`config.mk`:
```
export PLATFORM = sky130hd
export DESIGN_NAME = fp_normalize
export DESIGN_NICKNAME = d
export VERILOG_FILES = /design/src/rtl/fp_pkg.sv /design/src/rtl/fp_norm_shift.sv /design/src/rtl/fp_normalize.sv
export SDC_FILE = /design/constraint.sdc
export NUM_CORES = 1
export LEC_CHECK = 0
export ABC_AREA = 1
export CAP_MARGIN = 40
export CORE_MARGIN = 8
export CORE_UTILIZATION = 35
export CTS_CLUSTER_SIZE = 8
export DETAILED_ROUTE_END_ITERATION = 16
export PLACE_DENSITY = 0.71
export SETUP_SLACK_MARGIN = 0.2
export SYNTH_ARGS = -nofsm -noshare
export SYNTH_HDL_FRONTEND = slang
export SYNTH_HIERARCHICAL = 1
export SYNTH_SLANG_ARGS = --single-unit
```
`constraint.sdc`:
```
create_clock -name clk -period 2.7 [get_ports clk]
set_clock_uncertainty 0.15 [all_clocks]
set_input_delay 0.54 -clock clk [delete_from_list [all_inputs] [get_ports clk]]
set_output_delay 0.54 -clock clk [all_outputs]
set_load 0.01 [all_outputs]
```
`src/rtl/fp_pkg.sv`:
```
// rtl/fp_pkg.sv - field layout, limits and FSM state encoding shared by the normalizer
package fp_pkg;

    localparam int MANT_W   = 23;
    localparam int EXP_W    = 8;
    localparam int MANT_LSB = 9;
    localparam int EXP_LSB  = 1;
    localparam int SIGN_BIT = 0;

    localparam logic [EXP_W-1:0]  EXP_MAX   = 8'd255;
    localparam logic [MANT_W-1:0] MANT_HALF = 23'h400000;

    typedef enum logic [1:0] {
        ST_IDLE  = 2'd0,
        ST_SHIFT = 2'd1,
        ST_DONE  = 2'd2
    } state_e;

endpackage

```
`src/rtl/fp_norm_shift.sv`:
```
// rtl/fp_norm_shift.sv - one combinational left-normalization step (shift amount, next mantissa, done)
module fp_norm_shift
    import fp_pkg::*;
#(
    parameter int STEP = 1
) (
    input  logic [MANT_W-1:0] mant_i,
    input  logic [EXP_W-1:0]  exp_i,
    output logic [1:0]        shamt_o,
    output logic [MANT_W-1:0] mant_o,
    output logic              done_o
);

    logic [EXP_W-1:0] exp_nxt;

    // An exponent already at zero cannot be shifted further; otherwise take a 1- or 2-bit step
    always_comb begin
        shamt_o = 2'd0;
        mant_o  = mant_i;
        exp_nxt = exp_i;
        done_o  = 1'b0;
        if (exp_i == '0) begin
            done_o = 1'b1;
        end else begin
            if (STEP == 2 && mant_i[MANT_W-1:MANT_W-2] == 2'b00 && exp_i >= 8'd2)
                shamt_o = 2'd2;
            else
                shamt_o = 2'd1;
            mant_o  = mant_i << shamt_o;
            exp_nxt = exp_i - {6'd0, shamt_o};
            done_o  = mant_o[MANT_W-1] || (exp_nxt == '0);
        end
    end

endmodule

```
`src/rtl/fp_normalize.sv`:
```
// rtl/fp_normalize.sv - post-add normalizer FSM; FP_NORMALIZE_ROUND_EN enables round-half-up on carry shift
module fp_normalize
    import fp_pkg::*;
#(
    parameter int STEP = 1
) (
    input  logic        clk,
    input  logic        rst,
    input  logic        in_valid,
    output logic        in_ready,
    input  logic [31:0] in_data,
    input  logic        in_carry,
    output logic        out_valid,
    input  logic        out_ready,
    output logic [31:0] out_data,
    output logic        out_ovf,
    output logic        out_unf,
    output logic        out_zero
);

    state_e            state_q, state_d;
    logic [MANT_W-1:0] mant_q, mant_d;
    logic [EXP_W-1:0]  exp_q, exp_d;
    logic              sign_q, sign_d;
    logic              ovf_q, ovf_d;
    logic              unf_q, unf_d;
    logic              zero_q, zero_d;

    logic [MANT_W-1:0] in_mant;
    logic [EXP_W-1:0]  in_exp;
    logic              in_sign;

    logic [MANT_W-1:0] cy_mant;
    logic [EXP_W-1:0]  cy_exp;
    logic              cy_ovf;

    logic [1:0]        sh_amt;
    logic [MANT_W-1:0] sh_mant;
    logic              sh_done;

    assign in_mant = in_data[MANT_LSB +: MANT_W];
    assign in_exp  = in_data[EXP_LSB +: EXP_W];
    assign in_sign = in_data[SIGN_BIT];

    assign in_ready  = (state_q == ST_IDLE);
    assign out_valid = (state_q == ST_DONE);
    assign out_data  = {mant_q, exp_q, sign_q};
    assign out_ovf   = ovf_q;
    assign out_unf   = unf_q;
    assign out_zero  = zero_q;

    fp_norm_shift #(.STEP(STEP)) u_shift (
        .mant_i  (mant_q),
        .exp_i   (exp_q),
        .shamt_o (sh_amt),
        .mant_o  (sh_mant),
        .done_o  (sh_done)
    );

    // Carry-out path: fold the carry back in as the new leading one and bump the exponent
    always_comb begin
        cy_mant = {1'b1, in_mant[MANT_W-1:1]};
        cy_exp  = in_exp + 8'd1;
        cy_ovf  = (in_exp == EXP_MAX);
`ifdef FP_NORMALIZE_ROUND_EN
        if (in_mant[0]) begin
            if (&cy_mant) begin
                cy_mant = MANT_HALF;
                if (cy_exp == EXP_MAX)
                    cy_ovf = 1'b1;
                else
                    cy_exp = cy_exp + 8'd1;
            end else begin
                cy_mant = cy_mant + 23'd1;
            end
        end
`endif
        if (cy_ovf) begin
            cy_mant = '0;
            cy_exp  = EXP_MAX;
        end
    end

    // Next-state and datapath selection for IDLE accept, SHIFT steps and DONE handoff
    always_comb begin
        state_d = state_q;
        mant_d  = mant_q;
        exp_d   = exp_q;
        sign_d  = sign_q;
        ovf_d   = ovf_q;
        unf_d   = unf_q;
        zero_d  = zero_q;
        case (state_q)
            ST_IDLE: begin
                if (in_valid) begin
                    sign_d = in_sign;
                    ovf_d  = 1'b0;
                    unf_d  = 1'b0;
                    zero_d = 1'b0;
                    mant_d = in_mant;
                    exp_d  = in_exp;
                    if (in_carry) begin
                        mant_d  = cy_mant;
                        exp_d   = cy_exp;
                        ovf_d   = cy_ovf;
                        state_d = ST_DONE;
                    end else if (in_mant == '0) begin
                        exp_d   = '0;
                        zero_d  = 1'b1;
                        state_d = ST_DONE;
                    end else if (in_mant[MANT_W-1]) begin
                        state_d = ST_DONE;
                    end else begin
                        state_d = ST_SHIFT;
                    end
                end
            end
            ST_SHIFT: begin
                mant_d = sh_mant;
                exp_d  = exp_q - {6'd0, sh_amt};
                if (sh_done) begin
                    unf_d   = ~sh_mant[MANT_W-1];
                    state_d = ST_DONE;
                end
            end
            ST_DONE: begin
                if (out_ready)
                    state_d = ST_IDLE;
            end
            default: state_d = ST_IDLE;
        endcase
    end

    // State register with synchronous reset that drops any operation in flight
    always_ff @(posedge clk) begin
        if (rst) begin
            state_q <= ST_IDLE;
            mant_q  <= '0;
            exp_q   <= '0;
            sign_q  <= 1'b0;
            ovf_q   <= 1'b0;
            unf_q   <= 1'b0;
            zero_q  <= 1'b0;
        end else begin
            state_q <= state_d;
            mant_q  <= mant_d;
            exp_q   <= exp_d;
            sign_q  <= sign_d;
            ovf_q   <= ovf_d;
            unf_q   <= unf_d;
            zero_q  <= zero_d;
        end
    end

endmodule

```
Word-level counts from Yosys, hierarchy flattened --
Index checks and enable logic that the tools add are counted.
Word-level totals: bits in registers 37, latch bits 0, memory bits (writable) 0, bits in read-only memories 0, bits of input ports 37, output and inout port bits 37, logic and storage cells 57, memories 0
Operators by class: add/subtract/negate cells 3, multipliers 0, div/mod/pow operators 0, magnitude comparators 0, eq/ne operators 7, shift-type cells 1, muxes and demuxes 26, bitwise logic cells 1, reduce and logical (&&, ||, !) cells 11
Operators by type and width (count):
- two-way mux 23 bit | 4
- one-hot mux 23 bit (2 select lines) | 1
- two-way mux 8 bit | 4
- logical NOT 23 bit | 1
- left shift 23 x 2 -> 23 bit | 1
- logical NOT 8 bit | 2
- two-way mux 2 bit | 8
- one-hot mux 8 bit (2 select lines) | 1
- subtractor 8 x 2 -> 8 bit | 2
- AND reduction 3 bit | 3
- adder 8 x 1 -> 8 bit, second input constant | 1
- equality test 8 bit, second input constant | 1
- two-way mux 1 bit | 6
- != test 2 bit, second input constant | 3
- one-hot mux 2 bit (3 select lines) | 1
- AND reduction 2 bit | 2
- equality test 2 x 1 -> 1 bit, second input constant | 1
- equality test 2 bit, second input constant | 1
- logical NOT 2 bit | 1
- != test 2 x 1 -> 1 bit, second input constant | 1
- one-hot mux 1 bit (2 select lines) | 1
- nonzero test 2 bit | 1
- logical OR 1 bit | 1
- NOT 1 bit | 1

Logic depth before layout (Yosys ltp) --
word-level depth 8, gate-level depth with buffers 16, mapped depth without buffers 15

Cells and area by module --
The synthesis kept the hierarchy.
By module, submodules not included:
- fp_normalize | instances 1, cells an instance 420, area each 2484.9 um^2, seq. area each 740.7 um^2
- fp_norm_shift | instances 1, cells an instance 93, area each 424.2 um^2, seq. area each 0.0 um^2

Least setup slack after synthesis --
Ideal clock, no wire load.
path kind reg-to-reg, start point reg exp_q[0], end point reg exp_q[6], arrival time 1.994 ns, data required time 2.431 ns, setup slack 0.436 ns, stages on the path, launching flop included 16, buffers on the path 1, path through dfxtp_1 -> nor2_2 -> nand2_2 -> nor2_8 -> inv_6 -> buf_6 -> ha_1 -> fa_1 -> nand2_1 -> inv_1 -> nand2_1 -> o21ai_0 -> nand3_1 -> nand2_1 -> inv_1 -> a21oi_1
Between the ends: cells in the longest elaborated chain, start to end 4
Ends and longest elaborated chain:
- start, declared | line fp_normalize.sv:23 | logic [EXP_W-1:0] exp_q, exp_d;
- start signal, assigned | line fp_normalize.sv:147 | exp_q <= exp_d;
- logical NOT 8 bit | line fp_norm_shift.sv:22 | if (exp_i == '0) begin
- two-way mux 2 bit | line fp_norm_shift.sv:22
- named net sh_amt[0] | line fp_normalize.sv:37 | logic [1:0] sh_amt;
- subtractor 8 x 2 -> 8 bit | line fp_normalize.sv:120 | exp_d = exp_q - {6'd0, sh_amt};
- one-hot mux 8 bit (2 select lines) | line fp_normalize.sv:93 | case (state_q)
The timed path passes the listed nets, and every way through them passes these cells. A chain may end at the register's enable or synchronous reset.

Worst setup path in the final report --
start point reg exp_q[1], end point reg exp_q[6]
Same word-level chain as after synthesis.

==> impl_metrics.py <==
metrics = {
    "grt": {
        "antenna_found_initial": 0,
        "grt_start_max_net_pins": 39,
        "grt_pass1_vias": 3163,
        "gr-total-overflow": 0,
        "grt_pass1_wl_mm": 14.8,
        "grt.total_usage": 0.155,
    },
    "route": {
        "first_pass_iters": 5,
        "viasPerCell": 4.91,
        "ant_nets": 0,
        "vias": 3356,
        "wl_per_cell_um": 13.4,
        "drt_iter0_markers": 201,
        "wirelength_mm": 9.14,
        "drc": 0,
    },
    "logic_synthesis": {
        "ys_ff_latch": 37,
        "syn_area_um2": 2910,
        "syn-num-nets": 554,
        "synth_top_area_share": 0.255,
        "ys_types": 34,
        "postSynthAreaPerCell_um2": 5.67,
        "yosysTopAreaCell": "dfxtp_1",
        "synth_fa_ha_area_frac": 0.0198,
        "synth_compound_area_frac": 0.182,
        "yosys_warnings": 6,
        "synth_ff_type": "dfxtp_1",
        "synth-simple-area-share": 0.409,
        "synth_top_family_by_area": "simple AND/OR/NAND/NOR gates",
        "seq_area_frac_synth": 0.255,
        "synth_cells": 513,
        "ys_top_cells_by_area": "dfxtp_1 (25%), nand2_1 (22%), nor2_1 (11%)",
        "async_flop_share": 0,
        "muxShareOfSynthArea": 0,
        "synth_edf_count": 0,
        "synthXorXnorAreaFrac": 0.00602,
    },
    "clock_network": {
        "cts_max_level": 2,
        "cts_buffers": 5,
        "cts_sinks": 37,
        "max-clock-path-buffers": 2,
        "cts_root_buf": "clkbuf_8",
        "clk_latency_ps": 290,
        "hold_buffers": 0,
        "cts_tree": "yes",
        "clk_pin_slew_ps": 80,
    },
    "flow_run": {
        "maxCapViolCount": 0,
    },
    "layout": {
        "multi_input_comb_area_um2": 1800,
        "n_antenna_cell": 0,
        "nFillCells": 862,
        "register_area_um2": 741,
        "syn2layout_area_growth_pct": 29.8,
        "drive_above_1_share": 0.0640,
        "final_util": 0.464,
        "nNetsFinal": 618,
    },
    "critical_path": {
        "critical_path.startpoint_type": "flop",
        "crit_path_end_kind": "flop",
        "path_max_fanout": 23,
        "path_class": "reg -> reg",
        "cp.required_ps": 2730,
        "slowest_stage": "fa_1",
        "cp_slowest_stage_delay_ps": 400,
        "cp_data_arrival_time_ps": 2380,
        "cpMostUsedCell": "nand2_1",
        "worstPathCellList": "nor2_2 > nand2_2 > nor2_8 > inv_6 > ha_1 > fa_1 > nand2_1 > inv_1 > nand2_1 > o21ai_0 > nand3_1 > nand2_1 > inv_1 > a21oi_1",
    },
    "power_and_ir_drop": {
        "p_per_area_nw_per_um2": 1050,
        "power_frac_comb": 0.649,
        "p_leak_nw": 1.76,
        "swShare": 0.498,
        "clkPwrFrac": 0.097,
        "pwr-share-seq": 0.254,
        "p_int_mw": 1.99,
        "peakVddDrop_mv": 0.475,
        "p_sw_mw": 1.97,
    },
    "floorplanning": {
        "std_cell_rows": 33,
        "io_pins": 74,
        "start_util": 0.358,
        "die_y_um": 107,
        "die-area_um2": 11500,
        "die_x_um": 107,
        "core-area_um2": 8130,
    },
    "placed_design": {
        "io_buffers": 73,
        "dp_hpwl_mm": 6.62,
        "gp_congestion": 0.918,
    },
    "timing": {
        "setup_viol": 0,
        "slew_violations": 0,
        "finalCriticalPeriod_ps": 2360,
        "hold_viol": 0,
        "fin_crit_sh": 0.873,
        "setup-tns-final_ps": 0,
        "fmax_ghz": 0.424,
        "rsz0062_at_grt": "no",
    },
    "worst_hold_path": {
        "holdCritPathClass": "reg -> reg",
    },
    "status": {
        "status": "completed",
    },
}
-- worst paths after layout --
path	start	endpoint	slack (ps)	depth (start not counted)
max	exp_q[1]$_SDFFE_PP0P_	exp_q[6]$_SDFFE_PP0P_	340	14
min	mant_q[0]$_SDFFE_PP0P_	mant_q[0]$_SDFFE_PP0P_	330	2
max reg2reg	exp_q[1]$_SDFFE_PP0P_	exp_q[6]$_SDFFE_PP0P_	340	14
min reg2reg	mant_q[0]$_SDFFE_PP0P_	mant_q[0]$_SDFFE_PP0P_	330	2
-- worst max-delay path, delay by kind of cell (launching register included) --
kind / cells / cell delay, ps
adder cells (fa/ha/maj): 2 / 620
AND/OR/NAND/NOR: 7 / 750
buffers and inverters: 3 / 220
flip-flops: 1 / 380
AO/OA/AOI/OAI: 2 / 140
-- sequential cells by signal (all words and copies together), names as in the netlist --
| signal | flops |
|---|---|
| mant_q | 23 |
| exp_q | 8 |
| sign_q | 1 |
| out_zero | 1 |
| state_q | 2 |
| out_unf | 1 |
| out_ovf | 1 |
-- final cells by class --
cell class,count,area share
clock inverters,2,0.00265
flip-flops and latches,37,0.196
inverters,50,0.0517
repair buffers,82,0.218
multi-input cells,401,0.477
well taps,105,0.0348
clock buffers,6,0.0192
-- layer usage --
metal	part of all wire	vias to the layer above	global-route usage
li1	-	1734	-
met1	0.45	1517	0.191
met2	0.48	96	0.262
met3	0.059	9	0.0360
met4	0.011	0	0.0432
met5	0	-	0
-- metrics by stage --
stage          setup slack, ps  std cells  instance area (µm²)  power (mW)  hold WS (ps)
6_report                   343        683                 3770        3.95           333
5_1_grt                    200        683                 3770        4.33           349
4_1_cts                    318        683                 3770        3.96           332
3_5_place_dp               253        675                 3690        3.57           320
3_3_place_gp               317        675                 3690        3.52           322
2_1_floorplan              436        513                 2910        2.75           329
-- synth_stat cells (9+ instances only) --
library cell    n
o21ai_1        20
buf_6           9
inv_1          45
dfxtp_1        37
o21ai_0        30
a21oi_1        41
nor2_1         85
clkbuf_1       10
nand3_1        17
nand2_1       173
-- what timing repair did --
item / 4_1_cts / 5_1_grt
resized for setup: 0 / 1
setup buffers: 0 / 0
endpoints found under the setup margin: 0 / 1
-- cell usage in the layout, fill, tap and decap left out, drive strengths merged, types with 2 or more instances in the layout --
master         netlist  final
nand3               17     17
clkinv               0      2
o211ai               5      5
o21ai               50     50
nand2              178    178
clkbuf              10      6
a21oi               42     42
buf                 15      9
nor3                 3      3
clkdlybuf4s50        0     73
dfxtp               37     37
inv                 50     50
nor2                92     92
ha                   3      3
-- power by group through the flow --
stage | registers, mW | clock network [mW] | logic, mW
finish | 1.01 | 0.382 | 2.57
global route | 1.03 | 0.416 | 2.88
CTS | 0.996 | 0.390 | 2.57
detailed placement | 1.01 | 0 | 2.56
global placement | 1.00 | 0 | 2.51
floorplan | 1.05 | 0 | 1.70
-- cells by family (layout without fill, tap and decap cells) --
kind of cell | after synthesis | count (layout)
other | 1 | 1
AO/OA/AOI/OAI | 100 | 100
buffers and inverters | 75 | 140
XOR/XNOR | 2 | 2
adder cells (fa/ha/maj) | 4 | 4
AND/OR/NAND/NOR | 294 | 294
flip-flops | 37 | 37
No activity file was read; power rests on OpenSTA's default activity.
